`config.mk`:
```
export PLATFORM = sky130hd
export DESIGN_NAME = cache_controller_wt
export DESIGN_NICKNAME = d
export VERILOG_FILES = /design/src/rtl/cache_controller_wt.sv
export SDC_FILE = /design/constraint.sdc
export NUM_CORES = 1
export LEC_CHECK = 0
export ABC_AREA = 1
export BUFFER_PORTS_ARGS = -buffer_cell sky130_fd_sc_hd__buf_2
export CORE_ASPECT_RATIO = 1.75
export CORE_MARGIN = 4
export CORE_UTILIZATION = 60
export CTS_CLUSTER_DIAMETER = 60
export DETAILED_ROUTE_END_ITERATION = 16
export PLACE_DENSITY_LB_ADDON = 0.1
export SYNTH_ARGS = -nofsm -noshare
export SYNTH_HDL_FRONTEND = slang
export SYNTH_SLANG_ARGS = --single-unit
```
`constraint.sdc`:
```
create_clock -name clk -period 1.85 [get_ports clk]
set_clock_uncertainty 0.05 [all_clocks]
set_input_delay 0.185 -clock clk [delete_from_list [all_inputs] [get_ports clk]]
set_output_delay 0.185 -clock clk [all_outputs]
set_load 0.01 [all_outputs]
```
`src/rtl/cache_controller_wt.sv`:
```
// -----------------------------------------------------------------------------
// cache_controller_wt
//  Control FSM for a direct-mapped, write-through, no-write-allocate data cache.
//  It keeps the tag/valid store, detects hits on the CPU address, sequences block
//  refills from memory and word writes to memory, and stalls the CPU until each
//  memory transaction completes. No data path passes through this block.
//
// Ports
//  clk           in   clock, rising edge
//  reset         in   asynchronous, active-low
//  cpu_read      in   load request, held until accepted
//  cpu_write     in   store request, held until accepted (wins over cpu_read)
//  cpu_addr      in   word address {tag,index,offset}, stable while stalled
//  cpu_stall     out  request not yet complete
//  cache_index   out  data-array block index
//  cache_offset  out  data-array word offset
//  cache_update  out  data array writes a full block from the memory bus
//  cache_refill  out  data array writes one word (write hit)
//  mem_read      out  block read request to memory
//  mem_write     out  word write request to memory
//  mem_addr      out  memory address
//  mem_ready     in   memory done, one-cycle pulse
// -----------------------------------------------------------------------------
module cache_controller_wt #(
    parameter int ADDR_WIDTH      = 10,
    parameter int SIZE_BYTE       = 512,
    parameter int BLOCK_SIZE_BYTE = 16,
    parameter int WIDTH           = 32,
    localparam int DEPTH = SIZE_BYTE / BLOCK_SIZE_BYTE,
    localparam int OFF_W = $clog2(BLOCK_SIZE_BYTE * 8 / WIDTH),
    localparam int IDX_W = $clog2(DEPTH),
    localparam int TAG_W = ADDR_WIDTH - IDX_W - OFF_W
) (
    input  logic                  clk,
    input  logic                  reset,
    input  logic                  cpu_read,
    input  logic                  cpu_write,
    input  logic [ADDR_WIDTH-1:0] cpu_addr,
    output logic                  cpu_stall,
    output logic [IDX_W-1:0]      cache_index,
    output logic [OFF_W-1:0]      cache_offset,
    output logic                  cache_update,
    output logic                  cache_refill,
    output logic                  mem_read,
    output logic                  mem_write,
    output logic [ADDR_WIDTH-1:0] mem_addr,
    input  logic                  mem_ready
);

    typedef enum logic [1:0] {
        IDLE   = 2'd0,
        R_MISS = 2'd1,
        FILL   = 2'd2,
        WRITE  = 2'd3
    } state_t;

    state_t                state_reg, state_next;
    logic [ADDR_WIDTH-1:0] addr_reg, addr_next;
    // Set only for a write that hit; cleared after the first WRITE cycle so the
    // word is written into the array exactly once however long memory takes.
    logic                  wr_hit_reg, wr_hit_next;

    logic                  valid_reg [DEPTH];
    logic [TAG_W-1:0]      tag_reg   [DEPTH];

    // Field split of the live CPU address and of the latched address
    logic [TAG_W-1:0] cpu_tag, lat_tag;
    logic [IDX_W-1:0] cpu_idx, lat_idx;
    logic [OFF_W-1:0] cpu_off, lat_off;
    logic             hit;

    assign cpu_tag = cpu_addr[ADDR_WIDTH-1 -: TAG_W];
    assign cpu_idx = cpu_addr[OFF_W +: IDX_W];
    assign cpu_off = cpu_addr[OFF_W-1:0];
    assign lat_tag = addr_reg[ADDR_WIDTH-1 -: TAG_W];
    assign lat_idx = addr_reg[OFF_W +: IDX_W];
    assign lat_off = addr_reg[OFF_W-1:0];

    assign hit = valid_reg[cpu_idx] && (tag_reg[cpu_idx] == cpu_tag);

    // Tag/valid store: one register pair per block, written only in FILL.
    // Write misses never touch it (no allocate).
    generate
        for (genvar gi = 0; gi < DEPTH; gi++) begin : g_entry
            always_ff @(posedge clk or negedge reset) begin
                if (!reset) begin
                    valid_reg[gi] <= 1'b0;
                    tag_reg[gi]   <= '0;
                end else if (state_reg == FILL && lat_idx == IDX_W'(gi)) begin
                    valid_reg[gi] <= 1'b1;
                    tag_reg[gi]   <= lat_tag;
                end
            end
        end
    endgenerate

    always_ff @(posedge clk or negedge reset) begin
        if (!reset) begin
            state_reg  <= IDLE;
            addr_reg   <= '0;
            wr_hit_reg <= 1'b0;
        end else begin
            state_reg  <= state_next;
            addr_reg   <= addr_next;
            wr_hit_reg <= wr_hit_next;
        end
    end

    logic                  stall_c, update_c, refill_c, mrd_c, mwr_c;
    logic [ADDR_WIDTH-1:0] maddr_c;
    logic [IDX_W-1:0]      index_c;
    logic [OFF_W-1:0]      offset_c;

    always_comb begin
        state_next  = state_reg;
        addr_next   = addr_reg;
        wr_hit_next = wr_hit_reg;
        stall_c     = 1'b0;
        update_c    = 1'b0;
        refill_c    = 1'b0;
        mrd_c       = 1'b0;
        mwr_c       = 1'b0;
        maddr_c     = '0;
        index_c     = lat_idx;
        offset_c    = lat_off;

        case (state_reg)
            IDLE: begin
                // Array is addressed straight from the CPU so a read hit
                // completes with zero stall cycles.
                index_c  = cpu_idx;
                offset_c = cpu_off;
                if (cpu_write) begin
                    stall_c     = 1'b1;
                    addr_next   = cpu_addr;
                    wr_hit_next = hit;
                    state_next  = WRITE;
                end else if (cpu_read && !hit) begin
                    stall_c    = 1'b1;
                    addr_next  = cpu_addr;
                    state_next = R_MISS;
                end
            end
            R_MISS: begin
                mrd_c   = 1'b1;
                maddr_c = {lat_tag, lat_idx, {OFF_W{1'b0}}};
                stall_c = 1'b1;
                if (mem_ready) begin
                    state_next = FILL;
                end
            end
            FILL: begin
                // Block lands in the array; the held read then hits in IDLE.
                update_c   = 1'b1;
                stall_c    = 1'b1;
                state_next = IDLE;
            end
            WRITE: begin
                mwr_c       = 1'b1;
                maddr_c     = addr_reg;
                refill_c    = wr_hit_reg;
                wr_hit_next = 1'b0;
                stall_c     = !mem_ready;
                if (mem_ready) begin
                    state_next = IDLE;
                end
            end
            default: begin
                state_next = IDLE;
            end
        endcase
    end

    // While reset is asserted every output is forced low, so an in-flight
    // memory request is withdrawn at once rather than at the next edge.
    assign cpu_stall    = reset & stall_c;
    assign cache_update = reset & update_c;
    assign cache_refill = reset & refill_c;
    assign mem_read     = reset & mrd_c;
    assign mem_write    = reset & mwr_c;
    assign mem_addr     = reset ? maddr_c  : '0;
    assign cache_index  = reset ? index_c  : '0;
    assign cache_offset = reset ? offset_c : '0;

endmodule

```
* Yosys cells after proc, flatten, opt, wreduce, memory -nomap -nowiden *
Index checks and enable logic that the tools add are counted.

operators by class
  $lt $le $gt $ge = 1
  eq/ne operators = 39
  multiplexer cells = 28
  bitwise gates (word level) = 6
  reductions and logical operators = 44

operators by type and width
  cell                count
  $eq 5x5->1 const B  16
  $eq 5x4->1 const B  8
  $logic_and 1x1->1   34
  $mux 10             3
  $eq 5x3->1 const B  4
  $pmux 10 s2         1
  $bmux 3 s5          1
  $mux 2              6
  $eq 5x2->1 const B  2
  $mux 5              2
  $mux 1              9
  $pmux 2 s4          1
  $ge 6x6->1 const B  1
  $mux 3              2
  $ne 2x2->1 const B  3
  $not 5->6           1
  $and 1x1->1         5
  $bmux 1 s5          1
  $eq 5x1->1 const B  1
  $logic_not 5->1     1
  $eq 2x2->1 const B  2
  $reduce_and 2->1    2
  $reduce_bool 2->1   2
  $eq 3x3->1          1
  8 further kinds     9

word-level totals
  bits in registers = 141
  input port bits = 15
  output and inout bits = 22
  logic and storage cells = 185

* Depth between registers and ports, before layout *
  depth in word-level cells = 12
  gate-level depth with buffers = 18
  mapped depth without buffers = 17

* Least setup slack after synthesis *
Ideal clock, no wire load.

  path kind = in2out
  start point = in cpu_addr[3]
  end point = out cpu_stall
  data arrival time = 1,525 ps
  data required time = 1,615 ps
  slack = 90 ps
  cell stages on the path = 15
  buffers on the path = 2
  cells stage by stage = buf_4 > inv_1 > buf_2 > nand3_1 > nand3_1 > nand2_1 > nand2_1 > nand3_1 > nand3_1 > nand2_1 > nor2_1 > nand2_2 > nand2_1 > nand2_1 > and3_1

on the way
  longest elaborated chain between the ends = 12
  elaborated cells on any way between the ends = 15
  those cells by class = eq/ne (1); mux (9); bitwise (2); reduce/logical (3)

ends and longest elaborated chain
  item                                        line  source
  start: declaration                          38    input logic [ADDR_WIDTH-1:0] cpu_addr,
  $not 5->6 (implied by the code) *           79    assign hit = valid_reg[cpu_idx] && (tag_reg[cpu_idx] == cpu_tag);
  $bmux 3 s5                                  79
  $mux 3 (implied by the code) (2 in series)  79
  $eq 3x3->1                                  79
  $logic_and 1x1->1 *                         79
  $logic_not 1->1 *                           138   end else if (cpu_read && !hit) begin
  $logic_and 1x1->1 *                         138
  $mux 1 *                                    138
  $mux 1 *                                    133   if (cpu_write) begin
  $pmux 1 s3 *                                127   case (state_reg)
  $and 1x1->1 *                               176   assign cpu_stall = reset & stall_c;
  end: declaration                            39    output logic cpu_stall,

Mark *: on every way between the ends. The rest lies on a longest branch, timed or not. The select of a mux whose other input is x is not followed.

* Worst setup path in the final report *
  start point = reg tag_reg[54] (netlist name)
  end point = out cpu_stall

on the way
  longest elaborated chain between the ends = 11

ends and longest elaborated chain
  item                                        line  source
  start: declaration                          64    logic [TAG_W-1:0] tag_reg [DEPTH];
  start signal: indexed assignment            91    tag_reg[gi] <= lat_tag;
  $bmux 3 s5                                  79
  $mux 3 (implied by the code) (2 in series)  79
  $eq 3x3->1                                  79
  $logic_and 1x1->1                           79
  $logic_not 1->1                             138
  $logic_and 1x1->1                           138
  $mux 1                                      138
  $mux 1                                      133
  $pmux 1 s3                                  127
  $and 1x1->1                                 176

Every way passes these cells. The select of a mux whose other input is x is not followed.

==> out/metrics.cfg <==
[placement]
dp.cells=1034
dpl.hpwl_um=13000
port_buffers=36
place_congestion=0.897
placed_area_mm2=0.00720

[timing]
tightest_slew_ps=1060
hold_viol=0
setup_viol_count_final=25
setup_tns_ps=-4580
fin_crit_sh=1.26
fmax_mhz=429
rsz0062_at_grt=yes
maxSlewViolCount=0
fin_crit_ps=2330
fin_ws_ps=-483
relSlewSlack=0.293

[pwr]
pwr-share-comb=0.350
swShare=0.381
p_switching_uw=4940
p_clk_frac=0.269
peakVddDrop_mv=1.21
p_per_area_mw_per_mm2=1540
intPower_uw=8020
p_seq_frac=0.381
cellLeakagePower_uw=0.00414
p_total_uw=13000

[routing]
firstDrtPassIters=5
wl_um=21100
viasPerCell=6.00
vias=6500
drtIter0Drc=503
avgRoutedWirePerCell_um=19.5
ant_nets=0
drc_errors=0

[job]
cap_viol_max_count=0

[clocking]
worstSkewPairLatency_ps=420
numCtsBuffers=17
cts_max_path_buffers=2
numClockSinks=141
htree_levels=4
cts_root_buf=clkbuf_16
clk_pin_slew_ps=60
cts_tree=built

[global_route]
grt_antenna_before_repair=0
track_usage=0.326
globalRouteOverflowTotal=0
grt_max_degree=87
first_global_vias=6505
grt_pass1_wl_um=32400

[critical_path]
crit_type=reg2out
r2r-end=addr_reg[0]
r2r_setup_slack_ps=-320
worst-path-max-fanout=2
cp.arrival_ps=2100
end_kind=output port
critPathLaunchType=register
required_ps=1620
critPathLaunch=tag_reg[54]
reg2regPathDepth=16
cp-endpoint=cpu_stall
timing.rr.start=tag_reg[54]

[worst_hold_path]
min_from=cpu_addr[7]
min_path_type=in2reg

[floorplan]
fp.dieArea_mm2=0.0130
core-area_mm2=0.0108
rows=50
die_w_um=87.9
io_pins=37
die_h_um=148
initial_core_util=0.620

[cells_and_area]
fill_cells=744
final_util=0.777
area_growth_pct=25.4
finalNonFillerCells=1084
drive_above_1_share=0.201
largest_register_ffs=96
stdcell_area_mm2=0.00841
diodes=0
final_nets=961

[run_status]
violations=negative setup slack
status=complete, but fails checks

[synth]
synth-seq-area-share=0.526
syn_inst=874
ys_seq_elements=141
syn_nets=893
avgSynthCellArea_um2=7.67
synth_area_mm2=0.00671
yosysUniqueCellTypes=20
yosysWarnings=0

[worst min-delay path by stage]
| stage | cells past startpoint | to | slack [ps] |
|---|---|---|---|
| 2_1_floorplan | 0 | addr_reg[0] | -160 |
| 3_3_place_gp | 1 | addr_reg[4] | -20 |
| 3_5_place_dp | 1 | addr_reg[7] | -10 |
| 4_1_cts | 3 | addr_reg[7] | 10 |
| 5_1_grt | 3 | addr_reg[7] | 20 |
| 6_report | 3 | addr_reg[7] | 20 |
[area by class of cell]
type,count,area [um2],area share
clock inverters,13,164,0.0195
repair buffers,88,783,0.0931
flip-flops and latches,141,3530,0.420
well taps,130,163,0.0193
clock buffers,18,439,0.0522
inverters,59,224,0.0266
multi-input cells,635,3110,0.370
[power by group through the flow]
stage               combinational, uW  clock (uW)  sequential [uW]
finish                           4530        3490             4940
global route                     5000        3670             5040
CTS                              3940        3500             4850
detailed placement               3520           0             4880
global placement                 3410           0             4840
floorplan                        2330           0             4650
[layout by cell type, fill, tap and decap left out, types with 2 or more instances in the layout]
master | netlist | routed
buf_2 | 13 | 27
nor2_4 | 0 | 9
bufinv_16 | 0 | 3
o21ai_1 | 0 | 4
nand3_2 | 1 | 23
buf_4 | 9 | 32
nand3_1 | 110 | 87
nor2_1 | 32 | 21
nand2_1 | 359 | 338
clkbuf_16 | 0 | 17
o21ai_0 | 105 | 96
a21oi_2 | 0 | 3
nand2_2 | 1 | 19
buf_6 | 1 | 14
o21ai_2 | 0 | 4
dlygate4sd3_1 | 0 | 5
clkinv_2 | 0 | 2
a21oi_1 | 10 | 7
inv_2 | 1 | 6
ha_4 | 0 | 2
inv_1 | 56 | 50
dfrtp_1 | 141 | 140
nor2_2 | 0 | 2
buf_12 | 0 | 10
inv_6 | 0 | 3
o211ai_1 | 9 | 9
nand2_4 | 0 | 3
clkinvlp_4 | 0 | 5
clkinv_1 | 2 | 2
[what timing repair did]
item | in CTS | in global routing
hold buffers | 5 | 0
hold endpoints to repair | 42 | 0
setup endpoints to repair | 29 | 68
pin swaps | 17 | 23
resized for setup | 53 | 68
gates cloned | 0 | 3
buffers inserted | 10 | 3
[per-stage QoR]
| step | hold WS, ps | worst slack (ps) |
|---|---|---|
| floorplan | -161 | 90.3 |
| global placement | -17.9 | -356 |
| detailed placement | -12.2 | -371 |
| CTS | 13.0 | -412 |
| global route | 16.2 | -621 |
| finish | 17.8 | -483 |
[per-layer routing]
layer  wire (um)  GRT usage  vias to the layer above
li1            -          -                     2933
met1        7820      0.389                     3118
met2       10800      0.547                      353
met3        1270     0.0535                       96
met4        1220      0.183                        0
met5           0          0                        -
[Yosys cell counts]
library cell / number / area share
a21oi_1: 10 / 0.0075
and3_1: 1 / 0.00093
buf_2: 13 / 0.0097
buf_4: 9 / 0.010
buf_6: 1 / 0.0017
clkbuf_1: 17 / 0.0095
clkinv_1: 2 / 0.0011
dfrtp_1: 141 / 0.53
ha_1: 4 / 0.0075
inv_1: 56 / 0.031
inv_2: 1 / 0.00056
nand2_1: 359 / 0.20
nand2_2: 1 / 0.00093
nand3_1: 110 / 0.082
nand3_2: 1 / 0.0015
nand3b_1: 1 / 0.0011
nor2_1: 32 / 0.018
o211ai_1: 9 / 0.010
o21ai_0: 105 / 0.078
o31ai_1: 1 / 0.0011
[worst max-delay path: stages (launching register included)]
cell and delay, ps:
dfrtp_1 380, nand2_1 110, nand3_1 100, nand3_2 90, nand2_1 70, nand2_2 80, nand3_2 80, nand3_1 90
nand2_1 60, nor2_1 120, nand2_2 90, nand2_2 80, nand2_2 50, and3_1 140, buf_2 130
[kinds of logic (layout without fill, tap and decap cells)]
kind of cell | Yosys count | count (layout) | share of synthesized area
AOI/OAI and AO/OA | 125 | 125 | 0.0970
DFF | 141 | 141 | 0.526
and+or+nand+nor | 505 | 506 | 0.305
adders and majority gates | 4 | 4 | 0.00746
buffers and inverters | 99 | 178 | 0.0640
(Power assumes the default switching activity.)
